[src/rtl/vc_credit_sender.sv]
// vc_credit_sender: producer-side end of a credit-based link.
// Messages taken on the enq val/rdy port are forwarded one cycle later on a
// registered, non-stallable send stream. A credit counter tracks free entries
// in the remote queue. Each accepted message consumes one credit, and each
// credit_ret pulse gives one back. Because of this the remote queue can never
// overflow and the link needs no backpressure wire.
//
// Handshake: enq_msg is accepted on a rising edge where enq_val && enq_rdy.
// enq_rdy depends only on registered state (credits != 0), so the producer may
// compute enq_val from enq_rdy without forming a combinational loop. The send
// side has no ready: when send_val is 1, the receiver must capture send_msg in
// that cycle.
module vc_credit_sender #(
    parameter int p_msg_nbits   = 32,
    parameter int p_num_credits = 2,
    localparam int c_cnt_nbits  = $clog2(p_num_credits + 1)
) (
    input  logic                   clk,
    input  logic                   reset,
    input  logic                   enq_val,
    output logic                   enq_rdy,
    input  logic [p_msg_nbits-1:0] enq_msg,
    output logic                   send_val,
    output logic [p_msg_nbits-1:0] send_msg,
    input  logic                   credit_ret,
    output logic [c_cnt_nbits-1:0] credits,
    output logic                   credit_err
);

    localparam logic [c_cnt_nbits-1:0] c_max = c_cnt_nbits'(p_num_credits);
    localparam logic [c_cnt_nbits-1:0] c_one = c_cnt_nbits'(1);

    logic [c_cnt_nbits-1:0] credits_q, credits_d;
    logic                   send_val_q, send_val_d;
    logic [p_msg_nbits-1:0] send_msg_q, send_msg_d;
    logic                   credit_err_q, credit_err_d;
    logic                   do_enq;
    logic                   overflow;

    // Ready comes only from the registered count. A credit returned in a
    // zero-credit cycle therefore takes effect in the next cycle.
    always_comb begin
        enq_rdy  = (credits_q != '0);
        do_enq   = enq_val && enq_rdy;
        overflow = credit_ret && !do_enq && (credits_q == c_max);
    end

    // Next-state logic for the credit counter, send register and error flag.
    always_comb begin
        credits_d    = credits_q;
        send_val_d   = do_enq;
        send_msg_d   = send_msg_q;
        credit_err_d = credit_err_q | overflow;
        if (do_enq) begin
            send_msg_d = enq_msg;
        end
        if (do_enq && !credit_ret) begin
            // Cannot underflow: do_enq already implies credits_q != 0.
            credits_d = credits_q - c_one;
        end else if (!do_enq && credit_ret && (credits_q != c_max)) begin
            // Saturate at the remote queue depth. The excess return is flagged instead.
            credits_d = credits_q + c_one;
        end
    end

    // State registers. Reset clears in-flight sends and restores every credit.
    always_ff @(posedge clk or negedge reset) begin
        if (!reset) begin
            credits_q    <= c_max;
            send_val_q   <= 1'b0;
            send_msg_q   <= '0;
            credit_err_q <= 1'b0;
        end else begin
            credits_q    <= credits_d;
            send_val_q   <= send_val_d;
            send_msg_q   <= send_msg_d;
            credit_err_q <= credit_err_d;
        end
    end

    // Drive the outputs straight from the registers.
    always_comb begin
        credits    = credits_q;
        send_val   = send_val_q;
        send_msg   = send_msg_q;
        credit_err = credit_err_q;
    end

endmodule

[config.mk]
export PLATFORM = sky130hd
export DESIGN_NAME = vc_credit_sender
export DESIGN_NICKNAME = d
export VERILOG_FILES = /design/src/rtl/vc_credit_sender.sv
export SDC_FILE = /design/constraint.sdc
export NUM_CORES = 1
export LEC_CHECK = 0
export CAP_MARGIN = 25
export CORE_ASPECT_RATIO = 0.6
export CORE_MARGIN = 2
export CORE_UTILIZATION = 40
export CTS_BUF_LIST = sky130_fd_sc_hd__clkbuf_4 sky130_fd_sc_hd__clkbuf_8 sky130_fd_sc_hd__clkbuf_16
export CTS_CLUSTER_SIZE = 12
export DETAILED_ROUTE_END_ITERATION = 8
export PLACE_DENSITY = 0.85
export SLEW_MARGIN = 15
export SYNTH_ARGS = -nofsm -noshare
export SYNTH_HDL_FRONTEND = slang
export SYNTH_SLANG_ARGS = --single-unit
[constraint.sdc]
create_clock -name clk -period 1.7 [get_ports clk]
set_clock_uncertainty 0.05 [all_clocks]
set_input_delay 0.51 -clock clk [delete_from_list [all_inputs] [get_ports clk]]
set_output_delay 0.51 -clock clk [all_outputs]
set_load 0.01 [all_outputs]
==> metrics.yaml <==
status: "completed"
dpl.hpwl_um: 2640
synth_seq_cells: 36
swShare_pct: 30.9
dieArea_um2: 4350
slew_headroom_pct: 72.3
pwr-share-clk_pct: 17.7
p_leak_nw: 1.17
p_int_mw: 2.96
drv_cap: 0
antenna_left: 0
cts_root_buf: "clkbuf_8"
yosys.area_share.simple_pct: 4.26
required_ns: 1.14
wl_um: 3560
worstSetupPathType: "reg2out"
drive_above_1_share_pct: 32.8
clockBufferDepth: 2
coreArea_um2: 3660
fin_util_pct: 65.8
p_comb_share_pct: 46.4
syn_inst: 87
start_util_pct: 41.8
clock_latency_ns: 0.28
antenna_found_initial: 0
synth_mux_area_share_pct: 30.7
fmax_mhz: 602
period_needed_ns: 1.66
finalWeightedCongestion: 0.806
power_switching_mw: 1.32
n_antenna_cell: 0
worst-path-max-fanout: 2
dr.pass1.iters: 3
syn_area_per_cell_um2: 17.6
p_seq_share_pct: 35.9
overflow: 0
maxSlewViolCount: 0
cpMaxStageDelayCell: "dfrtp_1"
hp-class: "in2async"
syn2layout_area_growth_pct: 57.4
startpoint_type: "register"
die_w_um: 83.8
worst_ep_arrival_time_ns: 1.10
remaining_drc_errors: 0
synth_top_family_by_area: "multiplexers"
post_drt_wl_per_cell_um: 16.1
synth_nets: 123
die_h_um: 51.9
crit_chain: "or2_4 > buf_2"
critPathCaptureType: "primary output"
hold_viol: 0
clk_pin_slew_worst_paths_ns: 0.07
synth_xor_area_share_pct: 0
yosysSeqAreaShare_pct: 59.0
cts.sinks: 36
io_pins: 73
p_per_area_nw_per_um2: 1780
cpPeakStageDelay_ns: 0.41
tightestPinTransition_ns: 0.415
cts_max_level: 2
synthAdderAreaFrac_pct: 0
total_power_mw: 4.28
rows: 17
postPlaceCellArea_um2: 2340
grt_usage_pct: 18.4
synth_area_um2: 1530
final_nets: 209
cts_made_buffers: 5
grt_pass1_wl_um: 5940
io_buffers: 72
grt_setup_unrepaired: "false"
synth_compound_area_share_pct: 1.64
grt_max_degree: 20
drt-initial-drc-count: 25
fin_area_um2: 2410
synth.distinct_cells: 18
cts_tree: "built"
finalCritPeriodShare_pct: 97.7
ir_drop_mv: 0.967
grt_pass1_vias: 1151
vias_per_cell: 4.62
yosysWarnings: 0
setup_violations: 0
holdBufCountCts: 0
vias: 1021
-- worst paths after layout --
path                                endpoint  slack, ns  cells past startpoint  startpoint
worst max-delay path                 enq_rdy       0.04                      2  credits[0]
worst min-delay path            send_msg[21]        0.1                      1       reset
worst max register to register  send_msg[28]       0.12                      5  credits[0]
worst min register to register    credit_err       0.43                      1  credit_err
min in group clk                  credit_err       0.43                      1  credit_err
max in group asynchronous       send_msg[26]       1.01                      2       reset
-- final cells by class --
type                    count  area [um^2]
fillers                   280         1250
flip-flops and latches     36          902
repair buffers             82          768
multi-input cells          46          559
clock buffers               6         76.3
well taps                  47         58.8
clock inverters             2         35.0
inverters                   2         7.51
-- layout by cell type (no fill, tap or decap), types with 2 or more instances in the layout --
master	instances
clkdlybuf4s15_1	2
a21oi_1	2
dfrtp_1	35
dlygate4sd2_1	34
buf_2	2
inv_1	2
buf_12	2
mux2_2	3
mux2_4	29
clkbuf_8	5
buf_4	8
clkdlybuf4s50_1	34
nand2b_1	2
-- state kept, by name, summed over array words and instances, names as in the netlist --
signal,cells
send_msg,32
credits,2
credit_err,1
send_val,1
-- cell families after synthesis --
| family | count (synthesis) |
|---|---|
| muxes | 32 |
| AOI/OAI and AO/OA | 4 |
| and+or+nand+nor | 10 |
| buffers and inverters | 5 |
| DFF | 36 |
-- per-layer routing --
layer,up-vias,GRT usage [%],part of all wire [%]
met2,47,30.4,47
met3,6,6.03,6.9
li1,469,-,-
met4,0,5.11,0.81
met1,499,23.7,45
met5,-,0,0
-- through the flow --
step | worst slack, ns | hold WS (ns) | std cells | setup TNS (ns)
3_3_place_gp | -0.104 | 0.404 | 212 | -3.01
2_1_floorplan | 0.215 | 0.164 | 87 | 0
6_report | 0.0391 | 0.0971 | 221 | 0
4_1_cts | 0.0242 | 0.102 | 221 | 0
5_1_grt | 0.000765 | 0.116 | 221 | 0
3_5_place_dp | -0.137 | 0.416 | 212 | -4.14
-- synth_stat cells --
master     n  area, um^2
o21bai_1   1        7.51
dfrtp_1   35         876
nor3_1     1        5.00
mux2_2     3        33.8
nand2_1    1        3.75
nor2b_1    1        6.26
a22oi_1    1        7.51
inv_1      2        7.51
or2_2      1        6.26
and3_2     1        7.51
buf_12     3        60.1
dfstp_2    1        26.3
a21oi_1    2        10.0
mux2_4    29         435
nand2_4    1        11.3
nand2b_1   2        12.5
nor2_1     1        3.75
or2_4      1        8.76
-- repair_timing --
item                                    4_1_cts  5_1_grt
endpoints found under the setup margin       37        1
setup buffers                                 1        0
hold endpoints to repair                      0        0
pin swaps                                     0        0
resized for setup                            41        1
cloned                                        0        0
-- power groups by stage --
stage	combinational, mW	sequential, mW	clock, mW
3_3_place_gp	2.22	1.54	0
4_1_cts	2.01	1.54	0.775
6_report	1.98	1.54	0.757
2_1_floorplan	0.898	1.75	0
5_1_grt	2.12	1.60	0.823
3_5_place_dp	2.28	1.56	0
-- critical path: cells and delay by family (launching register included) --
kind / cells / cell delay, ns
buffers and inverters: 1 / 0.14
DFF: 1 / 0.41
and+or+nand+nor: 1 / 0.27
Power figures use the tool's default switching activity.
